### config.mk
export PLATFORM = sky130hd
export DESIGN_NAME = irq_ctrl
export DESIGN_NICKNAME = d
export VERILOG_FILES = /design/src/rtl/irq_ctrl_pkg.sv /design/src/rtl/irq_ctrl_sync_edge.sv /design/src/rtl/irq_ctrl.sv
export SDC_FILE = /design/constraint.sdc
export NUM_CORES = 1
export LEC_CHECK = 0
export BUFFER_PORTS_ARGS = -buffer_cell sky130_fd_sc_hd__buf_2
export CAP_MARGIN = 20
export CORE_MARGIN = 4
export CORE_UTILIZATION = 50
export DETAILED_ROUTE_END_ITERATION = 12
export HOLD_SLACK_MARGIN = 0.06
export PLACE_DENSITY_LB_ADDON = 0.08
export REMOVE_ABC_BUFFERS = 1
export SLEW_MARGIN = 40
export SYNTH_ARGS = -nofsm -noshare
export SYNTH_HDL_FRONTEND = slang
export SYNTH_HIERARCHICAL = 1
export SYNTH_SLANG_ARGS = --single-unit
export TNS_END_PERCENT = 100
### constraint.sdc
create_clock -name clk -period 2.3 [get_ports clk]
set_input_delay 0.115 -clock clk [delete_from_list [all_inputs] [get_ports clk]]
set_output_delay 0.115 -clock clk [all_outputs]
set_load 0.01 [all_outputs]
### src/rtl/irq_ctrl_pkg.sv
// Shared definitions for the CP0 interrupt source: FSM encoding, ERET opcode and level constants.
package irq_ctrl_pkg;
    typedef enum logic [1:0] {
        ST_IDLE    = 2'd0,
        ST_REQ     = 2'd1,
        ST_SERVICE = 2'd2
    } state_t;

    localparam int         LVL_W       = 3;
    localparam logic [2:0] OP_ERET     = 3'd3;
    localparam logic [2:0] LVL_NONE    = 3'd0;
    localparam int         STACK_DEPTH = 3;
endpackage

### src/rtl/irq_ctrl_sync_edge.sv
// One external IRQ line: 2-FF synchroniser followed by a rising-edge detector (1-cycle pulse).
module irq_sync_edge (
    input  logic clk,
    input  logic rst,
    input  logic i_async,
    output logic o_rise
);
    logic r_meta;
    logic r_sync;
    logic r_prev;

    always_ff @(posedge clk or posedge rst) begin
        if (rst) begin
            r_meta <= 1'b0;
            r_sync <= 1'b0;
            r_prev <= 1'b0;
        end else begin
            r_meta <= i_async;
            r_sync <= r_meta;
            r_prev <= r_sync;
        end
    end

    assign o_rise = r_sync & ~r_prev;
endmodule

### src/rtl/irq_ctrl.sv
// Interrupt source beside cp0: latches masked IRQ edges, arbitrates by level, holds the request
// until exceptClear, and tracks nested in-service levels that ERET unwinds.
module irq_ctrl
    import irq_ctrl_pkg::*;
#(
    parameter int                   N_IRQ       = 6,
    parameter logic [2*N_IRQ-1:0]   LEVEL_MAP   = 12'b11_11_10_10_01_01,
    parameter int                   ACK_TIMEOUT = 16
) (
    input  logic             clk,
    input  logic             rst,
    input  logic [N_IRQ-1:0] irq_in,
    input  logic             mask_we,
    input  logic [N_IRQ-1:0] mask_wdata,
    input  logic [2:0]       cp_oper,
    input  logic [2:0]       cause,
    input  logic             exceptClear,
    output logic [2:0]       interruptSignal,
    output logic [N_IRQ-1:0] pending,
    output logic [N_IRQ-1:0] mask,
    output logic [2:0]       in_service_lvl,
    output logic             irq_busy
);
    localparam int IDX_W  = (N_IRQ > 1) ? $clog2(N_IRQ) : 1;
    localparam int TCNT_W = $clog2(ACK_TIMEOUT + 1);

    logic [N_IRQ-1:0] w_rise;
    logic [N_IRQ-1:0] w_active;
    logic [N_IRQ-1:0] w_clr;
    logic [LVL_W-1:0] w_req_lvl;
    logic [IDX_W-1:0] w_req_idx;
    logic             w_eret;

    state_t           r_state;
    logic [N_IRQ-1:0] r_pending;
    logic [N_IRQ-1:0] r_mask;
    logic [LVL_W-1:0] r_int_sig;
    logic [LVL_W-1:0] r_isl;
    logic [LVL_W-1:0] r_stack [0:STACK_DEPTH-1];
    logic [1:0]       r_depth;
    logic [TCNT_W-1:0] r_tcnt;
    logic [IDX_W-1:0] r_req_idx;
    logic [LVL_W-1:0] r_req_lvl;
    logic             r_exc_flag;

    for (genvar g = 0; g < N_IRQ; g++) begin : g_line
        irq_sync_edge u_sync (
            .clk     (clk),
            .rst     (rst),
            .i_async (irq_in[g]),
            .o_rise  (w_rise[g])
        );
    end

    assign w_active = r_pending & r_mask;
    assign w_eret   = (cp_oper == OP_ERET);

    // Strict '>' keeps the lowest index among lines sharing the top level.
    always_comb begin
        w_req_lvl = LVL_NONE;
        w_req_idx = '0;
        for (int i = 0; i < N_IRQ; i++) begin
            if (w_active[i] && ({1'b0, LEVEL_MAP[2*i +: 2]} > w_req_lvl)) begin
                w_req_lvl = {1'b0, LEVEL_MAP[2*i +: 2]};
                w_req_idx = IDX_W'(i);
            end
        end
    end

    assign w_clr = (r_state == ST_REQ && exceptClear) ? (N_IRQ'(1) << r_req_idx) : '0;

    // A new edge in the ack cycle re-arms the line: set is applied after clear.
    always_ff @(posedge clk or posedge rst) begin
        if (rst) begin
            r_pending <= '0;
            r_mask    <= '1;
        end else begin
            r_pending <= (r_pending & ~w_clr) | (w_rise & r_mask);
            if (mask_we)
                r_mask <= mask_wdata;
        end
    end

    always_ff @(posedge clk or posedge rst) begin
        if (rst)
            r_exc_flag <= 1'b0;
        else if (cause != 3'd0)
            r_exc_flag <= 1'b1;
        else if (w_eret && r_exc_flag)
            r_exc_flag <= 1'b0;
    end

    always_ff @(posedge clk or posedge rst) begin
        if (rst) begin
            r_state   <= ST_IDLE;
            r_int_sig <= LVL_NONE;
            r_isl     <= LVL_NONE;
            r_depth   <= 2'd0;
            r_tcnt    <= '0;
            r_req_idx <= '0;
            r_req_lvl <= LVL_NONE;
            for (int i = 0; i < STACK_DEPTH; i++)
                r_stack[i] <= LVL_NONE;
        end else begin
            case (r_state)
                ST_IDLE: begin
                    if (w_req_lvl != LVL_NONE && !r_exc_flag) begin
                        r_req_idx <= w_req_idx;
                        r_req_lvl <= w_req_lvl;
                        r_int_sig <= w_req_lvl;
                        r_tcnt    <= '0;
                        r_state   <= ST_REQ;
                    end
                end
                ST_REQ: begin
                    if (exceptClear) begin
                        if (r_depth != 2'(STACK_DEPTH)) begin
                            r_stack[r_depth] <= r_isl;
                            r_depth          <= r_depth + 2'd1;
                        end
                        r_isl     <= r_req_lvl;
                        r_int_sig <= LVL_NONE;
                        r_state   <= ST_SERVICE;
                    end else if (r_tcnt == TCNT_W'(ACK_TIMEOUT - 1)) begin
                        // Withdraw; the still-pending line is re-arbitrated next cycle.
                        r_int_sig <= LVL_NONE;
                        r_state   <= (r_depth == 2'd0) ? ST_IDLE : ST_SERVICE;
                    end else begin
                        r_tcnt <= r_tcnt + TCNT_W'(1);
                    end
                end
                ST_SERVICE: begin
                    if (w_req_lvl > r_isl && !r_exc_flag) begin
                        r_req_idx <= w_req_idx;
                        r_req_lvl <= w_req_lvl;
                        r_int_sig <= w_req_lvl;
                        r_tcnt    <= '0;
                        r_state   <= ST_REQ;
                    end else if (w_eret && !r_exc_flag && r_depth != 2'd0) begin
                        r_isl   <= r_stack[r_depth - 2'd1];
                        r_depth <= r_depth - 2'd1;
                        if (r_depth == 2'd1)
                            r_state <= ST_IDLE;
                    end
                end
                default: r_state <= ST_IDLE;
            endcase
        end
    end

    assign interruptSignal = r_exc_flag ? LVL_NONE : r_int_sig;
    assign pending         = r_pending;
    assign mask            = r_mask;
    assign in_service_lvl  = r_isl;
    assign irq_busy        = (r_state != ST_IDLE);
endmodule
==> impl_summary.md, run 1 <==
Outcome
The flow ran to the end, and the final reports show no timing, DRC or antenna violations.

Timing
Across all hold checks on the routed design, the worst slack comes to just over 0.1 ns. Setup slack closes at 0.0520 ns. The number of hold violations in the final report is 0. The worst slew margin relative to its limit is 0.622. The minimum clock period is approximately 2.2 ns.

The maximum clock skew at final layout is ~0.012 ns. The transition time at the pin with the least slew margin is 0.562 ns. The total count of max-transition violations in the final report is 0. For this run, the top clock speed supported by timing is 445 MHz.

Dividing the final minimum period by the clock period gives 0.977. The final setup violation count is 0.

Synthesis
The synthesized cell area is roughly 0.0026 sq mm. The unique cell type count in the Yosys netlist is 47. The share of the synthesized area in the top cell type is 0.503. The mean area per synthesized cell is 12.8 sq um. The count of synthesis-stage warnings from yosys is 6.

In the synthesized netlist, the cells that appear most often are dfrtp_1 (53), mux2_2 (22), nand2_1 (17). The total of flip-flops plus latches after synthesis is 59. In the post-synthesis netlist, the cell with the most instances is dfrtp_1.

The sequential area share after synthesis is 0.563. In the post-synthesis netlist, the biggest area contributors are dfrtp_1 (50%), mux2_2 (9.4%), dfstp_2 (6.0%). In this run, synthesis inferred 0 flip-flops with an integrated enable.

In the synthesized netlist the dominant register cell turns out to be dfrtp_1. Counting every instance in the synthesized netlist gives 206. The most area-hungry cell type in the Yosys netlist is dfrtp_1. Of all flip-flops after synthesis, the portion carrying an async set or reset was 1.00.

Global routing
The initial antenna violation count was 0. After global routing the overflow that remains totals 0. The first global-routing pass estimated slightly above 8000 um of wire. Entering global routing, the biggest net connects 42 pins.

The number of global-route vias before repair is around 1,700. For this run, the total global-route usage over all layers was measured as 0.171.

Clocking
At the later pin of the worst-skew pair, clock insertion delay measures roughly 0.34 ns. After clock tree synthesis, the clock-pin slew on the worst setup and hold paths is 0.08 ns. CTS built an H-tree with a depth of 3. The clock passes through at most 2 buffers. TritonCTS built the clock tree.

The total clock buffers created by CTS is 9. The total clock sinks is just under 60. The master cell of the clock root buffer is clkbuf_8.

Final layout
After routing the design area is roughly 0.0034 sq mm. Registers take about 0.0015 sq mm. At the end of the flow, the number of nets in the layout was between 300 and 400. The count of filler cells inserted in the layout is slightly above 400. The area of the multi-input gates is ~0.0011 sq mm. The synthesis-to-layout area growth is 30.8%.

The finished layout holds between 300 and 400 standard cells, fillers aside. The number of antenna cells inserted is 0. In the final layout, the share of cells above drive strength 1 is 0.430.

Placement
The cell area after placement is ~0.0030 sq mm. Buffers placed on the I/O ports in this run total 39. At the placement stage, the worst setup path has a slack of -0.0469 ns. The wire-length estimate of the detail-placed layout is 3580 um. The congestion estimate from routability-driven global placement came to 0.755. The number of cells after detailed placement is 327.

Power and ir drop
The switching part of the total is 0.307. The maximum resistive drop on vdd is 0.000561 V. The share of power burned in registers is 0.442. In this run the power spent charging and discharging nets is slightly above 0.9 mW. The power share of the combinational group is 0.247. Of the total power, the clock network draws 0.311. In this run the static leakage power is between 1.5 and 2 nW. Dividing total power by cell area gives a power density of between 800 and 900 mW/mm^2. Internal power comes to 2.11 mW.

Routing
For this run, design rule violations remaining after detail routing come to 0. Before antenna repair, the detailed router went through 4 iterations. For this block, the routed nets add up to between 5000 and 6000 um of wire. Dividing the detail-routed via count by the number of cells gives 4.84.

The total via count after detailed routing is between 1,500 and 2,000. Dividing the detail-routed wire length by the instance count gives around 14 um. The number of DRC markers after the initial detailed-route iteration is slightly below 80.

The count of nets left with antenna violations once routing finished came out at 0.

Die
For this design the top-level I/O count stands at 41. The die covers roughly 0.0065 sq mm. The floorplan row count is 26.

The starting density of the core is 0.516. In this run the horizontal extent of the chip is just over 80 um. The die height is approximately 81 um.

After floorplanning, the core was sized to cover about 0.005 sq mm.

Critical path
The critical path class is flop to flop. Data arrives at the worst endpoint at roughly 2.5 ns. Along the worst path, the maximum fanout reaches 3.

The endpoint required time on the critical path is around 2.5 ns. The worst setup path is launched from a flop. The worst setup path is captured at a flop.

Hold path
The min-delay analysis places its worst path in the category input pin to flop.

Flow run
Max-cap violations in this run came to 0.
## worst max-delay path, cell delays in order (launching register included)
cell and delay [ns]:
dfstp_2 0.57, a22oi_4 0.08, buf_6 0.13, nand2b_4 0.07, ha_4 0.19, a211oi_2 0.24, o21ai_2 0.11, and2b_2 0.24
a21oi_4 0.19, mux2_4 0.32
## logic make-up after synthesis
family / after synthesis / share of synthesized area
adder cells (fa/ha/maj): 8 / 0.0380
flip-flops: 59 / 0.563
XOR/XNOR: 4 / 0.0133
other: 1 / 0.00142
multiplexers: 29 / 0.124
AO/OA/AOI/OAI: 29 / 0.0954
buffers and inverters: 18 / 0.0304
AND/OR/NAND/NOR: 58 / 0.134
## final timing paths
| path | from | endpoint | slack, ns | cells past startpoint |
|---|---|---|---|---|
| setup / recovery | mask[3] | in_service_lvl[2] | 0.05 | 9 |
| hold / removal | exceptClear | r_state[1] | 0.10 | 3 |
| setup reg to reg | mask[3] | in_service_lvl[2] | 0.05 | 9 |
| hold reg to reg | g_line[5].u_sync/r_meta | g_line[5].u_sync/r_sync | 0.35 | 0 |
| max in group asynchronous | rst | mask[4] | 1.38 | 4 |
| min in group asynchronous | rst | g_line[4].u_sync/r_sync | 0.26 | 3 |
## what timing repair did
action | 4_1_cts | 5_1_grt
hold buffers | 15 | 0
buffers inserted | 0 | 3
hold endpoints to repair | 66 | 0
pin swaps | 1 | 7
gates resized for setup | 4 | 9
endpoints found under the setup margin | 5 | 6
## layout make-up
cell class,count,share of cell area
flip-flops and latches,59,0.431
inverters,13,0.0142
repair buffers,74,0.146
clock buffers,9,0.0359
multi-input cells,129,0.325
clock inverters,7,0.0225
well taps,70,0.0254
## cells in the final DEF (no fill, tap or decap), types with 3 or more instances in the layout
master | synthesis | final
a21oi_1 | 6 | 5
dlygate4sd3_1 | 0 | 15
dfstp_2 | 6 | 6
nand2_1 | 17 | 15
buf_2 | 1 | 39
nor2b_4 | 6 | 6
mux2_4 | 2 | 5
clkinv_4 | 0 | 3
dfrtp_1 | 53 | 53
ha_1 | 8 | 7
nand2b_1 | 4 | 4
nor2b_1 | 5 | 5
mux2_2 | 22 | 19
buf_4 | 1 | 18
a22o_1 | 6 | 6
inv_1 | 13 | 13
mux2i_1 | 5 | 5
nand3b_1 | 3 | 3
nor2_1 | 9 | 9
o21ai_0 | 4 | 4
clkbuf_8 | 0 | 9
xor2_1 | 3 | 3
## metrics by stage
step           utilization  total power [mW]  TNS [ns]
4_1_cts              0.662              3.04         0
3_5_place_dp         0.590              2.05    -0.132
6_report             0.675              3.05         0
2_1_floorplan            -              1.82    -0.123
3_3_place_gp         0.590              2.04         0
5_1_grt              0.675              3.23   -0.0220
## per-layer routing
metal | share of wire | vias up | GRT usage
li1 | - | 873 | -
met1 | 0.48 | 836 | 0.231
met2 | 0.47 | 27 | 0.257
met3 | 0.030 | 10 | 0.0370
met4 | 0.024 | 0 | 0.0912
met5 | 0 | - | 0
## registers in the layout, indices dropped and copies added, names as in the netlist
| signal | cells |
|---|---|
| mask | 6 |
| g_line.u_sync/r_sync | 6 |
| r_int_sig | 2 |
| in_service_lvl | 3 |
| g_line.u_sync/r_meta | 6 |
| r_depth | 2 |
| pending | 6 |
| r_req_lvl | 2 |
| r_tcnt | 5 |
| r_req_idx | 3 |
| g_line.u_sync/r_prev | 6 |
| r_stack | 9 |
| r_exc_flag | 1 |
| r_state | 2 |
## power by group through the flow
| stage | Sequential [mW] | Combinational [mW] | Clock, mW |
|---|---|---|---|
| floorplan | 1.35 | 0.474 | 0 |
| global placement | 1.36 | 0.678 | 0 |
| detailed placement | 1.36 | 0.686 | 0 |
| CTS | 1.35 | 0.719 | 0.975 |
| global route | 1.38 | 0.837 | 1.02 |
| finish | 1.35 | 0.751 | 0.948 |
Power figures use the tool's default switching activity.
==> inputs of run 2 (changes only) <==
--- a/config.mk
+++ b/config.mk
@@ -5,7 +5,7 @@
 export SDC_FILE = /design/constraint.sdc
 export NUM_CORES = 1
 export LEC_CHECK = 0
-export BUFFER_PORTS_ARGS = -buffer_cell sky130_fd_sc_hd__buf_2
+export BUFFER_PORTS_ARGS = -buffer_cell sky130_fd_sc_hd__buf_4
 export CAP_MARGIN = 20
 export CORE_MARGIN = 4
 export CORE_UTILIZATION = 50
@@ -16,6 +16,5 @@
 export SLEW_MARGIN = 40
 export SYNTH_ARGS = -nofsm -noshare
 export SYNTH_HDL_FRONTEND = slang
-export SYNTH_HIERARCHICAL = 1
 export SYNTH_SLANG_ARGS = --single-unit
 export TNS_END_PERCENT = 100
==> impl_summary.md, run 2 <==
Critical path
The slowest cell on the critical path is dfrtp_1. The kind of start point of the critical path is a flop. The endpoint required time on the critical path is ~2.5 ns. The critical register-to-register path endpoint is in_service_lvl[2].

Along the worst path, the maximum fanout reaches 5. The launch instance of the worst register-to-register path is pending[2]. The arrival time reported for the critical path endpoint is 2.56 ns. The worst setup path is of the flop to flop kind. The maximum single-stage delay on the critical path is 0.40 ns. The depth of the most critical reg-to-reg path is 10. The termination of the worst setup path is in_service_lvl[2]. The most used cell along the critical path is nand2_2. The launching instance or port of the critical path is pending[2]. The endpoint type of the worst setup path is a flop.

The register-to-register path setup slack is -0.04 ns. The critical path goes through buf_4 -> a22oi_2 -> nand2_2 -> ha_4 -> buf_6 -> a211oi_4 -> o21ai_4 -> nand2_2 -> o31a_1 -> mux2_4.

Timing
For the final routed database, the setup TNS stands at -0.137 ns. After layout, the worst setup slack is -0.0426 ns. The worst hold slack is ~0.068 ns.

The total count of max-transition violations in the final report is 0. Of the available clock period, the critical path in the final layout requires 1.02. The number of hold violations in the final report came to 0. At the pin with the least slew margin, the transition time is 0.601 ns. The worst slew margin relative to its limit is 0.599.

Setup repair after global routing could not meet its margin everywhere. The minimum clock period is about 2.3 ns. Derived from the worst setup path, the maximum achievable clock frequency is around 430 MHz. Setup violations remaining at the end of the flow were counted as 6. On the final layout, the worst clock skew is a little under 0.008 ns.

Synthesis
The total of flip-flops plus latches after synthesis is 59. The synthesized design contains 0 enable-type register cells. The count of synthesis-stage warnings from yosys is 0. The synthesized instance count is 215. In the post-synthesis netlist, the biggest area contributors are dfrtp_1 (52%), mux2_2 (7.1%), dfstp_2 (6.2%). The most area-hungry cell type in the Yosys netlist is dfrtp_1. The share of the synthesized area in the top cell type is 0.523. The dominant register cell in the synthesized netlist is dfrtp_1.

dfrtp_1 is the most common cell in the netlist. The synthesized cell area is between 0.002 and 0.003 sq mm. The unique cell type count in the Yosys netlist is 42. The sequential area share after synthesis is 0.585. The mean area per synthesized cell is about 12 sq um.

Counting flops with an async set or reset pin after synthesis yields a share of 1.00. In the synthesized netlist, the cells that appear most often are dfrtp_1 (53), nand2_1 (21), inv_1 (16), mux2_2 (16), nor2_1 (14).

Hold path
The start point of the worst min-delay path is exceptClear. The tightest min-delay check is of the input pin to flop type.

Final layout
The most flop-heavy register is r_stack. In the final layout, the share of cells above drive strength 1 is 0.410. Leaving out fill and tap cells, the most frequent cell in the layout is buf_4.

0 antenna diodes ended up in the layout. The flip-flop count of the largest register, all copies and words added is 9. The core utilization of the finished layout is 0.734. The library cells used most frequently in the layout, excluding fill and tap cells, are buf_4 (67), dfrtp_1 (53), nand2_1 (19). After filler insertion, the fill cell instance count of the layout stands at 361. From synthesis to final layout, the design area changed by 39.3%. The net total in the final layout is between 300 and 400.

Placement
The HPWL after detailed placement is roughly 3700 um. Buffers placed on the I/O ports in this run total 39. Routability-driven placement finished with a final weighted congestion of 0.778.

Power and ir drop
The analysis attributes to cell leakage a power of roughly 1.6 nW. The share of total power dissipated in combinational logic is 0.357. The power consumption is 3.59 mW. Power spread over the standard cell area amounts to 1020 mW/mm^2. Of the total power, the clock network draws 0.231. Of the total power, the share spent switching nets is 0.340.

The net switching power is approximately 1.2 mW. The internal power summed over all cells is between 2 and 2.5 mW. IR analysis of the VDD net gives a maximum drop of slightly above 0.0006 V. Of the total power, registers draw 0.412.

Flow run
The number of max-cap violations is 0.

Routing
The wire length on met3 is about 300 um. The number of search-and-repair iterations in the first detailed-routing pass is 4. For this run, design rule violations remaining after detail routing come to 0. Dividing the detail-routed wire length by the instance count gives 14.8 um. The detailed router put a total of about 2500 um of wire on met1. In this run the remaining antenna-violating nets after routing total 0. The total routed wirelength is roughly 5600 um. The via density per instance is 5.13. The total via count after detailed routing is slightly below 2,000. The met2 wirelength from detailed routing is 2670 um. The number of DRC markers after the initial detailed-route iteration is between 100 and 150. The top routing layer in use is met4.

Global routing
The initial antenna violation count is 0. The number of global-route vias before repair is between 2,000 and 2,500. The global-route usage over all layers is 0.195.

Entering global routing, the biggest net connects 39 pins. The first global-routing pass estimated 9230 um of wire. After global routing the overflow that remains totals 0.

Outcome
The checks that failed: setup timing. The flow ran to the end, but the final reports show violations.

Die
The die area is ~0.0063 sq mm. between 40 and 50 I/O pins were placed. The die is between 70 and 80 um wide. The initial utilization of the core area, before any placement, comes to 0.527.

The die height is roughly 79 um. The core region is about 0.0048 sq mm. The floorplan has 25 rows.

Clocking
Buffers inserted during clock tree synthesis total 9. The CTS tree is built. The total clock sinks is 59. The tree is rooted in a clkbuf_8. The clock passes through at most 2 buffers.

The maximum level of the CTS H-tree is 3. At the later pin of the worst-skew pair, clock insertion delay measures between 0.3 and 0.4 ns. Clock-pin slew was measured on the worst setup and hold paths at roughly 0.060 ns.
## run 2: cell types whose count changed after synthesis, sizes merged, moves of 2 or more
cell    before  now
nand2b       5    3
nand2       17   22
o31a         0    2
inv         13   16
mux2        24   18
and2         2    0
o21ai        5   15
nor2        10   14
nor2b       11    5
a22o         7    3
a22oi        2    4
xor2         3    0
nand3        2    6
## run 2: critical path: cells and delay by family (launching register included)
family                   cells  cell delay (ns)
AO/OA/AOI/OAI                4             0.81
adder cells (fa/ha/maj)      1             0.24
buffers and inverters        2             0.27
flip-flops                   1             0.40
multiplexers                 1             0.32
AND/OR/NAND/NOR              2             0.20
## run 2: kinds of logic after synthesis
kind of cell | Yosys count | synth area share
AO/OA/AOI/OAI | 45 | 0.132
XOR/XNOR | 2 | 0.00690
adder cells (fa/ha/maj) | 8 | 0.0394
buffers and inverters | 20 | 0.0330
flip-flops | 59 | 0.585
multiplexers | 22 | 0.0957
other | 1 | 0.00148
AND/OR/NAND/NOR | 58 | 0.107
## run 2: stage by stage
step / cell area, sq um / cells / worst slack [ns]
final: 3540 / 379 / -0.0426
after detailed placement: 3060 / 340 / -0.0780
after global routing: 3540 / 379 / -0.138
after CTS: 3430 / 373 / 0.00177
after floorplan: 2510 / 211 / -0.0399
after global placement: 3060 / 340 / -0.0233
## run 2: repair_timing
| action | CTS | global route |
|---|---|---|
| hold buffers | 15 | 0 |
| gates resized for setup | 8 | 16 |
| gates cloned | 0 | 1 |
| setup endpoints to repair | 13 | 17 |
| pin swaps | 6 | 11 |
| buffers inserted | 2 | 5 |
| endpoints found under the hold margin | 42 | 0 |
## run 2: worst min-delay path by stage
stage / depth (start not counted) / slack [ns] / to
after floorplan: 0 / 0.15 / g_line[0].u_sync.r_meta
after global placement: 1 / 0.22 / g_line[1].u_sync.r_meta
after detailed placement: 1 / 0.23 / g_line[5].u_sync.r_meta
after CTS: 3 / 0.06 / r_state[1]
after global routing: 3 / 0.07 / r_state[1]
final: 3 / 0.07 / r_state[1]
## run 2: power groups by stage
| stage | combinational [mW] | clock, mW | sequential (mW) |
|---|---|---|---|
| CTS | 1.18 | 0.840 | 1.47 |
| global route | 1.41 | 0.911 | 1.51 |
| finish | 1.28 | 0.830 | 1.48 |
| global placement | 1.08 | 0 | 1.48 |
| detailed placement | 1.10 | 0 | 1.48 |
| floorplan | 0.676 | 0 | 1.47 |
## run 2: layout make-up
cell class                      instances  area, sq um  area share
Clock buffer                           14          163      0.0460
Clock inverter                          2         10.0     0.00283
Multi-Input combinational cell        136         1050       0.296
Inverter                               16         61.3      0.0173
Timing Repair Buffer                   85          687       0.194
Tap cell                               67         83.8      0.0237
Sequential cell                        59         1480       0.420
## run 2: routing by layer
layer  global-route usage  vias to the layer above
li1                     -                      937
met1                0.238                      929
met2                0.319                       60
met3               0.0658                       17
met4               0.0756                        0
met5                    0                        -
